`config.mk`:
```
export PLATFORM = sky130hd
export DESIGN_NAME = wra_inbuf_feeder
export DESIGN_NICKNAME = d
export VERILOG_FILES = /design/src/rtl/wra_inbuf_feeder.sv
export SDC_FILE = /design/constraint.sdc
export NUM_CORES = 1
export LEC_CHECK = 0
export CAP_MARGIN = 0
export CELL_PAD_IN_SITES_DETAIL_PLACEMENT = 0
export CELL_PAD_IN_SITES_GLOBAL_PLACEMENT = 1
export CORE_AREA = 4 4 151 109
export CTS_BUF_LIST = sky130_fd_sc_hd__clkbuf_8
export CTS_CLUSTER_SIZE = 8
export DETAILED_ROUTE_END_ITERATION = 16
export DIE_AREA = 0 0 155 113
export PLACE_DENSITY = 0.67
export SLEW_MARGIN = 30
export SYNTH_ARGS = -nofsm -noshare
export SYNTH_HDL_FRONTEND = slang
export SYNTH_SLANG_ARGS = --single-unit
```
`constraint.sdc`:
```
create_clock -name clk -period 4.2 [get_ports clk]
set_clock_uncertainty 0.1 [all_clocks]
set_input_delay 0.63 -clock clk [delete_from_list [all_inputs] [get_ports clk]]
set_output_delay 0.63 -clock clk [all_outputs]
set_load 0.05 [all_outputs]
```
`src/rtl/wra_inbuf_feeder.sv`:
```
// Input-buffer feeder: streams one row of input-RAM words per controller inputB_start into the Bt buffer.
// Optional zero-padding rows are enabled by defining WRA_FEEDER_ZPAD_EN (adds the zpad_op port).
module wra_inbuf_feeder #(
  parameter int DW     = 16,
  parameter int AW     = 16,
  parameter int RD_LAT = 1
) (
  input  logic          clk,
  input  logic          rst,
  input  logic          en_accord_inputbstart,
  input  logic          Channel_Switch_Done_6d,
  input  logic [8:0]    numslideH_op,
  input  logic [4:0]    numslideV_op,
  input  logic [AW-1:0] base_addr_op,
  input  logic [AW-1:0] row_stride_op,
`ifdef WRA_FEEDER_ZPAD_EN
  input  logic          zpad_op,
`endif
  output logic          in_rd_en,
  output logic [AW-1:0] in_rd_addr,
  input  logic [DW-1:0] in_rd_data,
  output logic [DW-1:0] bt_wr_data,
  output logic          bt_wr_valid,
  output logic          BtInB_Save_Done,
  output logic          Layer_Finish,
  output logic [4:0]    row_cnt
);

  localparam logic [2:0] IDLE    = 3'd0;
  localparam logic [2:0] FETCH   = 3'd1;
  localparam logic [2:0] DRAIN   = 3'd2;
  localparam logic [2:0] DONE    = 3'd3;
  localparam logic [2:0] WAIT_SW = 3'd4;
  localparam logic [2:0] ARM     = 3'd5;
  localparam logic [2:0] LAST    = 3'd6;

  logic [2:0]        state;
  logic [8:0]        wcnt;
  logic [AW-1:0]     row_base;
  logic              iss;
  logic [RD_LAT-1:0] vpipe;
  logic [RD_LAT-1:0] ppipe;
  logic              pad_row;
  logic              pending;

  // Padding rows keep the word cadence but never touch the RAM.
  always_comb begin
    pad_row = 1'b0;
`ifdef WRA_FEEDER_ZPAD_EN
    if (zpad_op && ((row_cnt == 5'd0) || (row_cnt == numslideV_op))) begin
      pad_row = 1'b1;
    end else begin
      pad_row = 1'b0;
    end
`endif
  end

  // A row is still in flight while an issue slot or any non-final latency stage is occupied.
  always_comb begin
    pending = iss;
    for (int i = 0; i < RD_LAT - 1; i++) begin
      pending = pending | vpipe[i];
    end
  end

  assign bt_wr_valid = vpipe[RD_LAT-1];
  assign bt_wr_data  = (vpipe[RD_LAT-1] && !ppipe[RD_LAT-1]) ? in_rd_data : {DW{1'b0}};

  // Valid/pad flags follow each issue slot through the RAM read latency.
  always_ff @(posedge clk or negedge rst) begin
    if (!rst) begin
      vpipe <= {RD_LAT{1'b0}};
      ppipe <= {RD_LAT{1'b0}};
    end else begin
      vpipe[0] <= iss;
      ppipe[0] <= iss & ~in_rd_en;
      for (int i = 1; i < RD_LAT; i++) begin
        vpipe[i] <= vpipe[i-1];
        ppipe[i] <= ppipe[i-1];
      end
    end
  end

  // Row sequencing FSM and registered RAM request.
  always_ff @(posedge clk or negedge rst) begin
    if (!rst) begin
      state           <= IDLE;
      wcnt            <= 9'd0;
      row_base        <= {AW{1'b0}};
      row_cnt         <= 5'd0;
      iss             <= 1'b0;
      in_rd_en        <= 1'b0;
      in_rd_addr      <= {AW{1'b0}};
      BtInB_Save_Done <= 1'b0;
      Layer_Finish    <= 1'b0;
    end else begin
      BtInB_Save_Done <= 1'b0;
      case (state)
        IDLE: begin
          if (en_accord_inputbstart) begin
            state    <= FETCH;
            wcnt     <= 9'd0;
            row_cnt  <= 5'd0;
            row_base <= base_addr_op;
          end
        end
        ARM: begin
          if (en_accord_inputbstart) begin
            state <= FETCH;
            wcnt  <= 9'd0;
          end
        end
        FETCH: begin
          iss        <= 1'b1;
          in_rd_en   <= ~pad_row;
          in_rd_addr <= row_base + AW'(wcnt);
          wcnt       <= wcnt + 9'd1;
          if (wcnt == numslideH_op) begin
            state <= DRAIN;
          end
        end
        DRAIN: begin
          iss      <= 1'b0;
          in_rd_en <= 1'b0;
          if (!pending) begin
            BtInB_Save_Done <= 1'b1;
            Layer_Finish    <= (row_cnt == numslideV_op);
            state           <= DONE;
          end
        end
        DONE: begin
          state <= (row_cnt == numslideV_op) ? LAST : WAIT_SW;
        end
        WAIT_SW: begin
          if (Channel_Switch_Done_6d) begin
            row_cnt <= row_cnt + 5'd1;
            // After a padding row the next real row reuses the same RAM row.
            if (!pad_row) begin
              row_base <= row_base + row_stride_op;
            end
            state <= ARM;
          end
        end
        LAST: begin
          if (Channel_Switch_Done_6d) begin
            Layer_Finish <= 1'b0;
            row_cnt      <= 5'd0;
            state        <= IDLE;
          end
        end
        default: begin
          state <= IDLE;
        end
      endcase
    end
  end

endmodule

```
After elaboration in Yosys (flattened, before gate mapping)
Cells that the tools add are included.
{ "word_totals": {"inputBits": 66, "latchBits": 0, "ramBits": 0, "word_cells": 62, "romBits": 0, "mem_count": 0, "ff_bits": 53, "output_inout_bits": 41} }
{ "classes": {"muxes": 23, "eq_ne": 14, "n_bitwise": 0, "reduce_logical": 12, "n_lt_le_gt_ge": 0, "n_div": 0, "n_mul": 0, "n_addsub": 4, "shift": 0} }
{ "ops": {"columns": ["op", "count"], "rows": [
  ["$mux W16", 3],
  ["$pmux W16 S2", 1],
  ["$pmux W3 S6", 1],
  ["$pmux W9 S2", 1],
  ["$add A16 B16 Y16", 1],
  ["$add A16 B9 Y16", 1],
  ["$mux W3", 5],
  ["$mux W5", 3],
  ["$pmux W5 S3", 1],
  ["$ne A2 B2 Y1 const B", 5],
  ["$add A9 B1 Y9 const B", 1],
  ["$eq A3 B3 Y1 const B", 3],
  ["$eq A9 B9 Y1", 1],
  ["$mux W9", 1],
  ["$reduce_bool A2 Y1", 4],
  ["$eq A3 B2 Y1 const B", 2],
  ["$reduce_and A3 Y1", 2],
  ["$add A5 B1 Y5 const B", 1],
  ["$eq A5 B5 Y1", 1],
  ["$reduce_and A5 Y1", 1],
  ["$mux W1", 4],
  ["$pmux W1 S2", 2],
  ["$reduce_and A4 Y1", 1],
  ["$eq A3 B1 Y1 const B", 1],
  ["6 further kinds", 6]
]} }

Longest topological paths before layout
Gate-level depths: netlist (run 1).
{ "depth": {"depth_word": 4, "mapped_depth": 9, "depth_no_buf": 9} }

Worst setup path after synthesis (run 1)
OpenSTA, ideal clock, no wires.
{ "synth_path": {"path_kind": "input to register", "startpoint": "in row_stride_op[0]", "endpoint": "reg row_base[14]", "setup_slack_ns": 1.445, "required_time_ns": 3.958, "stages": 9, "setup_ns": 0.142, "arrival_ns": 2.513, "n_path_buf": 0, "path_cell_list": "ha_1 fa_1 a211oi_2 o21ai_1 a2111oi_2 nor3_1 a31oi_1 xor2_1 o221ai_1"} }
{ "synth_via": {"elab_chain_cells": 3} }
{ "synth_lines": {"columns": ["item", "line_no", "rtl"], "rows": [
  ["start: declaration", "15", "input logic [AW-1:0] row_stride_op,"],
  ["$add A16 B16 Y16", "139", "row_base <= row_base + row_stride_op;"],
  ["$mux W16", "135", "if (Channel_Switch_Done_6d) begin"],
  ["$pmux W16 S2", "98", "case (state)"],
  ["end signal: assignment", "89", "row_base <= {AW{1'b0}};"],
  ["end signal: assignment", "104", "row_base <= base_addr_op;"],
  ["end signal: assignment", "139", null],
  ["end: declaration", "39", "logic [AW-1:0] row_base;"]
]} }
No other way between the ends. The select of a mux whose other input is x is not followed.
A chain may end at the register's enable or synchronous reset.

Worst setup path in the final report (run 1)
Ends and elaborated chain as after synthesis.

==> out/metrics.cfg, run 1 <==
[worst_setup_path]
critPathLaunch=row_stride_op[0]
timing.rr.start=row_base[0]$_DFFE_PN0P_
cp.arrival_ns=3.11
worst-path-max-fanout=3
crit_type=in2reg
crit_path_end_kind=register
cp.required_ns=4.28
crit_path_start_kind=primary input

[clocking]
clock-root-buffer=clkbuf_8
tritoncts=done
cts.sinks=53
htreeDepth=2
clkLatencyLatePin_ns=0.30
clkTransAtPathRegs_ns=0.10
ctsHoldBuffers=0
clockBufferDepth=2
numCtsBuffers=5
post_cts_buffers=0
cts_resized=0

[sta]
finalMaxSlewViolations=0
fin_setup_tns_ns=0
fmax_ghz=0.3296
setup_viol=0
rsz0062_at_grt=no
tightest_slew_ns=0.6493
slew_headroom_pct=56.62
min_period_ns=3.034
finalHoldViolations=0
fin_crit_sh_pct=72.24

[grt]
grt_max_degree=36
grt_use_total_pct=11.87
antenna_found_initial=0
grt_pass1_wl_um=17080
gr-total-overflow=0
grt_pass1_vias=3383

[yosys]
synth_top_family_by_area=simple AND/OR/NAND/NOR gates
synth_cell_types=42
synth_adder_area_share_pct=9.929
synthCells=433
synth-compound-area-share_pct=18.94
seq_area_frac_synth_pct=36.04
syn_avg_cell_area_um2=8.498
synthMuxAreaShare_pct=1.666
synth_xor_area_share_pct=9.997
syn_area_um2=3680
ys_warn_count=0
syn_nets=527
synth_edf_count=0
synth-simple-area-share_pct=21.22
synthArstFlopShare_pct=100.0
ys.flop_type=dfrtp_1
ys_ff_latch=53

[cells_and_area]
final_nets=628
diodes=0
layout-drive-gt1-share_pct=3.551
fin_util_pct=33.39
fin_area_um2=5064
multiInputGateArea_um2=2277
syn_to_final_growth_pct=37.61
seq_area_um2=1326
nFillCells=1569

[placement]
placed_area_um2=4947
gp_congestion=0.8689
dp_hpwl_um=8545
port_buffers=106

[floorplan]
initial_core_util_pct=24.26
ioPinCount=107
die_x_um=155
rows=38
design.core.area_um2=15170
die_h_um=113
dieArea_um2=17520

[pwr]
vdd_ir_drop_max_mv=0.2049
power_density_nw_per_um2=670.5
power_w=0.003395
p_leak_nw=2.178

[detailed_routing]
vias=3363
first_iter_violations=148
drt_pass1_iterations=4
drc=0
wirelength_um=10380
wl_per_cell_um=14.13
ant_nets=0
vias_per_cell=4.576

[run_status]
outcome=completed

[worst_hold_path]
hold_path.class=in2async

[job]
maxCapViolations=0

## placed cells by master (no fill, tap or decap), types with 17 or more instances in the layout
master and n:
a21oi_1 26, clkdlybuf4s50_1 105, dfrtp_1 53, ha_1 26, nand3_1 17, nand2_1 66, o21ai_0 43, nor2_1 27
xor2_1 28
## sequential cells by signal (all words and copies together), names as in the netlist, 3 cells and up
name,flops
wcnt,9
row_cnt,5
in_rd_addr,16
state,3
row_base,16
## final cells by class
class,instances,share of cell area [%]
clock buffer,6,1.631
clock inverter,2,0.6672
inverter,6,0.4448
multi-input combinational,360,44.97
sequential,53,26.19
tap,200,4.942
timing repair buffer,108,21.15
## synth_stat cells (3+ instances only)
library cell	instances	area [um2]
a21oi_1	26	130.1
inv_1	6	22.52
mux2i_1	5	50.05
nor2b_1	5	31.28
and2_1	16	100.1
buf_2	5	25.02
nor2_1	27	101.4
a21o_1	8	60.06
clkbuf_1	9	33.78
o221ai_1	4	35.03
ha_1	26	325.3
xnor2_1	14	122.6
xor2_1	28	245.2
o21ai_0	43	215.2
a31oi_1	3	18.77
nand3_1	17	85.08
o21ai_1	16	80.08
nor3_1	15	75.07
nand2_1	67	251.5
o21bai_1	3	22.52
dfrtp_1	53	1326
nand4_1	6	37.54
nand2b_1	3	18.77
and3_1	6	37.54
## logic make-up after synthesis
kind of cell / count (synthesis)
and+or+nand+nor: 167
AOI/OAI and AO/OA: 117
DFF: 53
xor gates and xnor gates: 42
adders and majority gates: 28
buffers and inverters: 20
muxes: 6
## worst paths after layout
kind                                              to  slack [ns]  cells past startpoint
max                         row_base[14]$_DFFE_PN0P_        1.17                     10
min                          row_base[8]$_DFFE_PN0P_        0.23                      1
max reg2reg                 row_base[14]$_DFFE_PN0P_        1.47                      9
min reg2reg                in_rd_addr[0]$_DFFE_PN0P_        0.39                      2
max in group asynchronous        wcnt[3]$_DFFE_PN0P_        2.99                      2
min in group clk           in_rd_addr[0]$_DFFE_PN0P_        0.39                      2
## per-stage QoR
stage / hold WS, ns / setup slack [ns] / instances
final: 0.2254 / 1.166 / 735
after floorplan: 0.2344 / 1.445 / 433
after global placement: 0.3662 / 0.8311 / 727
after global routing: 0.2757 / 1.023 / 735
after CTS: 0.2408 / 1.151 / 735
after detailed placement: 0.3677 / 0.8327 / 727
## metal layers
metal / track usage (%) / routed length [um]
met3: 2.294 / 587
met2: 18.41 / 4419
met4: 2.941 / 140
met5: 0 / 0
met1: 17.05 / 5236
## power by group
part | internal [W] | switching [W]
sequential | 0.000700 | 0.000247
combinational | 0.000800 | 0.00128
clock | 0.000192 | 0.000171
## critical path: stages
cell and delay, ns:
clkdlybuf4s50_1 0.41, ha_1 0.24, fa_1 0.45, a211oi_2 0.29, o21ai_1 0.15, a2111oi_2 0.31, nor3_1 0.13, a31oi_1 0.21
xor2_1 0.17, o221ai_1 0.13
Note: power is estimated with default switching activity, not from simulation.
==> run 2, diff against run 1 <==
Settings changed: PLACE_DENSITY 0.67 to 0.69.
Clock period 4.2 ns to 2.6 ns, I/O delays scaled along.
==> out/metrics.cfg, run 2 (synthesis results as in run 1) <==
[pwr]
power_density_nw_per_um2=1074  ; +60%
p_leak_nw=2.359  ; +8.3%
vdd_ir_drop_max_mv=0.3152  ; +54%

[worst_setup_path]
crit_path_end_kind=register
cp.required_ns=2.71  ; -1.57 ns
crit_path_start_kind=register
crit_type=reg2reg
cp.arrival_ns=2.55  ; -0.56 ns
worst-path-max-fanout=4  ; +1

[cells_and_area]
final_cell_count_no_fill=767  ; +4.4%
layout_commonest_cell=clkdlybuf4s50_1
diodes=0  ; unchanged
layout-drive-gt1-share_pct=13.05  ; +9.5 points
largestRegisters=in_rd_addr (16), row_base (16), wcnt (9)
final_nets=660  ; +5.1%
nFillCells=1554  ; -0.96%
syn_to_final_growth_pct=44.24
layout_common_cells=clkdlybuf4s50_1 (88), nand2_1 (67), dfrtp_1 (53), buf_4 (49), o21ai_0 (43)

[floorplan]
die_h_um=113  ; unchanged
dieArea_um2=17520  ; unchanged
rows=38  ; unchanged
initial_core_util_pct=24.26  ; unchanged
die_x_um=155  ; unchanged
design.core.area_um2=15170  ; unchanged
ioPinCount=107  ; unchanged

[job]
maxCapViolations=0  ; unchanged

[placement]
gp_congestion=0.8577  ; -1.3%
port_buffers=106  ; unchanged
dp_cells=756  ; +4.0%
dp_hpwl_um=8699  ; +1.8%

[grt]
grt_use_total_pct=11.82  ; -0.050 points
grt_pass1_vias=3484  ; +3.0%
antenna_found_initial=0  ; unchanged
grt_pass1_wl_um=17080  ; unchanged
gr-total-overflow=0  ; unchanged
grt_max_degree=32  ; -11%

[clocking]
clkLatencyLatePin_ns=0.30  ; about the same
htreeDepth=2  ; unchanged
numCtsBuffers=5  ; unchanged
tritoncts=done
clockBufferDepth=2  ; unchanged
clkTransAtPathRegs_ns=0.10  ; about the same
clock-root-buffer=clkbuf_8
cts.sinks=53  ; unchanged

[sta]
finalHoldViolations=0  ; unchanged
min_period_ns=2.444
fin_setup_tns_ns=0  ; unchanged
setup_viol=0  ; unchanged
tightest_slew_ns=0.7606  ; +0.1113 ns
fin_crit_sh_pct=94.01
slew_headroom_pct=49.29  ; -7.3 points
finalMaxSlewViolations=0  ; unchanged
fmax_ghz=0.4091

[detailed_routing]
wirelength_um=10600  ; +2.1%
drt_pass1_iterations=4  ; unchanged
first_iter_violations=115  ; -22%
vias_per_cell=4.541  ; -0.75%
vias=3483  ; +3.6%
drc=0  ; unchanged
ant_nets=0  ; unchanged
wl_per_cell_um=13.82  ; -2.2%

[worst_hold_path]
hold_path.class=in2async

[run_status]
outcome=completed

run 2: cell types whose count changed in the layout (fill, tap and decap cells not counted), moves of 2 or more:
cell,before,now
buf_4,2,49
clkdlybuf4s50_1,105,88
a21oi_1,26,23
a21oi_2,1,4
a211oi_2,2,0
a211oi_4,0,2
clkinv_2,0,2
dlymetal6s2s_1,0,2
fa_1,2,0
fa_2,0,2
run 2: final timing paths:
| kind | depth (start not counted) | end | slack, ns | startpoint |
|---|---|---|---|---|
| setup / recovery | 9 | row_base[15]$_DFFE_PN0P_ | 0.16 | row_base[1]$_DFFE_PN0P_ |
| setup reg to reg | 9 | row_base[15]$_DFFE_PN0P_ | 0.16 | row_base[1]$_DFFE_PN0P_ |
| hold / removal | 1 | wcnt[8]$_DFFE_PN0P_ | 0.05 | rst |
| min in group clk | 2 | in_rd_addr[2]$_DFFE_PN0P_ | 0.39 | in_rd_addr[2]$_DFFE_PN0P_ |
| hold reg to reg | 2 | in_rd_addr[2]$_DFFE_PN0P_ | 0.39 | in_rd_addr[2]$_DFFE_PN0P_ |
| max in group asynchronous | 2 | in_rd_addr[5]$_DFFE_PN0P_ | 1.69 | rst |
run 2: what timing repair did:
| action | 4_1_cts | 5_1_grt |
|---|---|---|
| setup endpoints to repair | 2 | 8 |
| endpoints found under the hold margin | 0 | 0 |
| resized for setup | 3 | 12 |
| pin swaps | 3 | 6 |
| hold buffers | 0 | 0 |
| buffers inserted | 1 | 2 |
run 2: stage by stage:
step | setup slack, ns | power [W] | hold WS, ns | util [%] | instance area (um2)
6_report | 0.1558 | 0.005702 | 0.04943 | 34.99 | 5308
5_1_grt | -0.01973 | 0.006196 | 0.1289 | 34.99 | 5308
3_5_place_dp | -0.5199 | 0.005166 | 0.3624 | 33.77 | 5122
2_1_floorplan | 0.08500 | 0.003904 | -0.005591 | - | 3680
3_3_place_gp | -0.4635 | 0.005090 | 0.3651 | 33.77 | 5122
4_1_cts | 0.02240 | 0.005681 | 0.08927 | 34.48 | 5230
run 2: worst max-delay path: stages (launching register included):
cell      delay [ns]
dfrtp_1         0.41
buf_4           0.17
ha_1            0.28
a21oi_2         0.15
nand4b_1        0.21
a31oi_4         0.15
a211oi_4        0.34
xnor2_2         0.11
and3_1          0.19
nor4_2          0.24
run 2: where the power goes:
group,internal [W],leakage (nW),switching [W]
Clock,0.000187,0.0439,0.000273
Combinational,0.00155,1.64,0.00220
Sequential,0.00113,0.676,0.000363
Total,0.00287,2.36,0.00284
run 2: cell type report:
cell class	instances	area, um2	area share (%)
tap	200	250.2	4.715
multi-input combinational	360	2344	44.15
clock inverter	3	17.52	0.3300
timing repair buffer	140	1279	24.09
clock buffer	5	68.82	1.297
inverter	6	22.52	0.4243
sequential	53	1326	24.99
run 2: metal layers:
| layer | routed length, um | part of all wire (%) | global-route usage [%] | vias up |
|---|---|---|---|---|
| li1 | - | - | - | 1791 |
| met1 | 5311 | 50 | 16.90 | 1598 |
| met2 | 4687 | 44 | 18.73 | 88 |
| met3 | 522 | 4.9 | 2.026 | 6 |
| met4 | 81 | 0.76 | 2.706 | 0 |
| met5 | 0 | 0 | 0 | - |
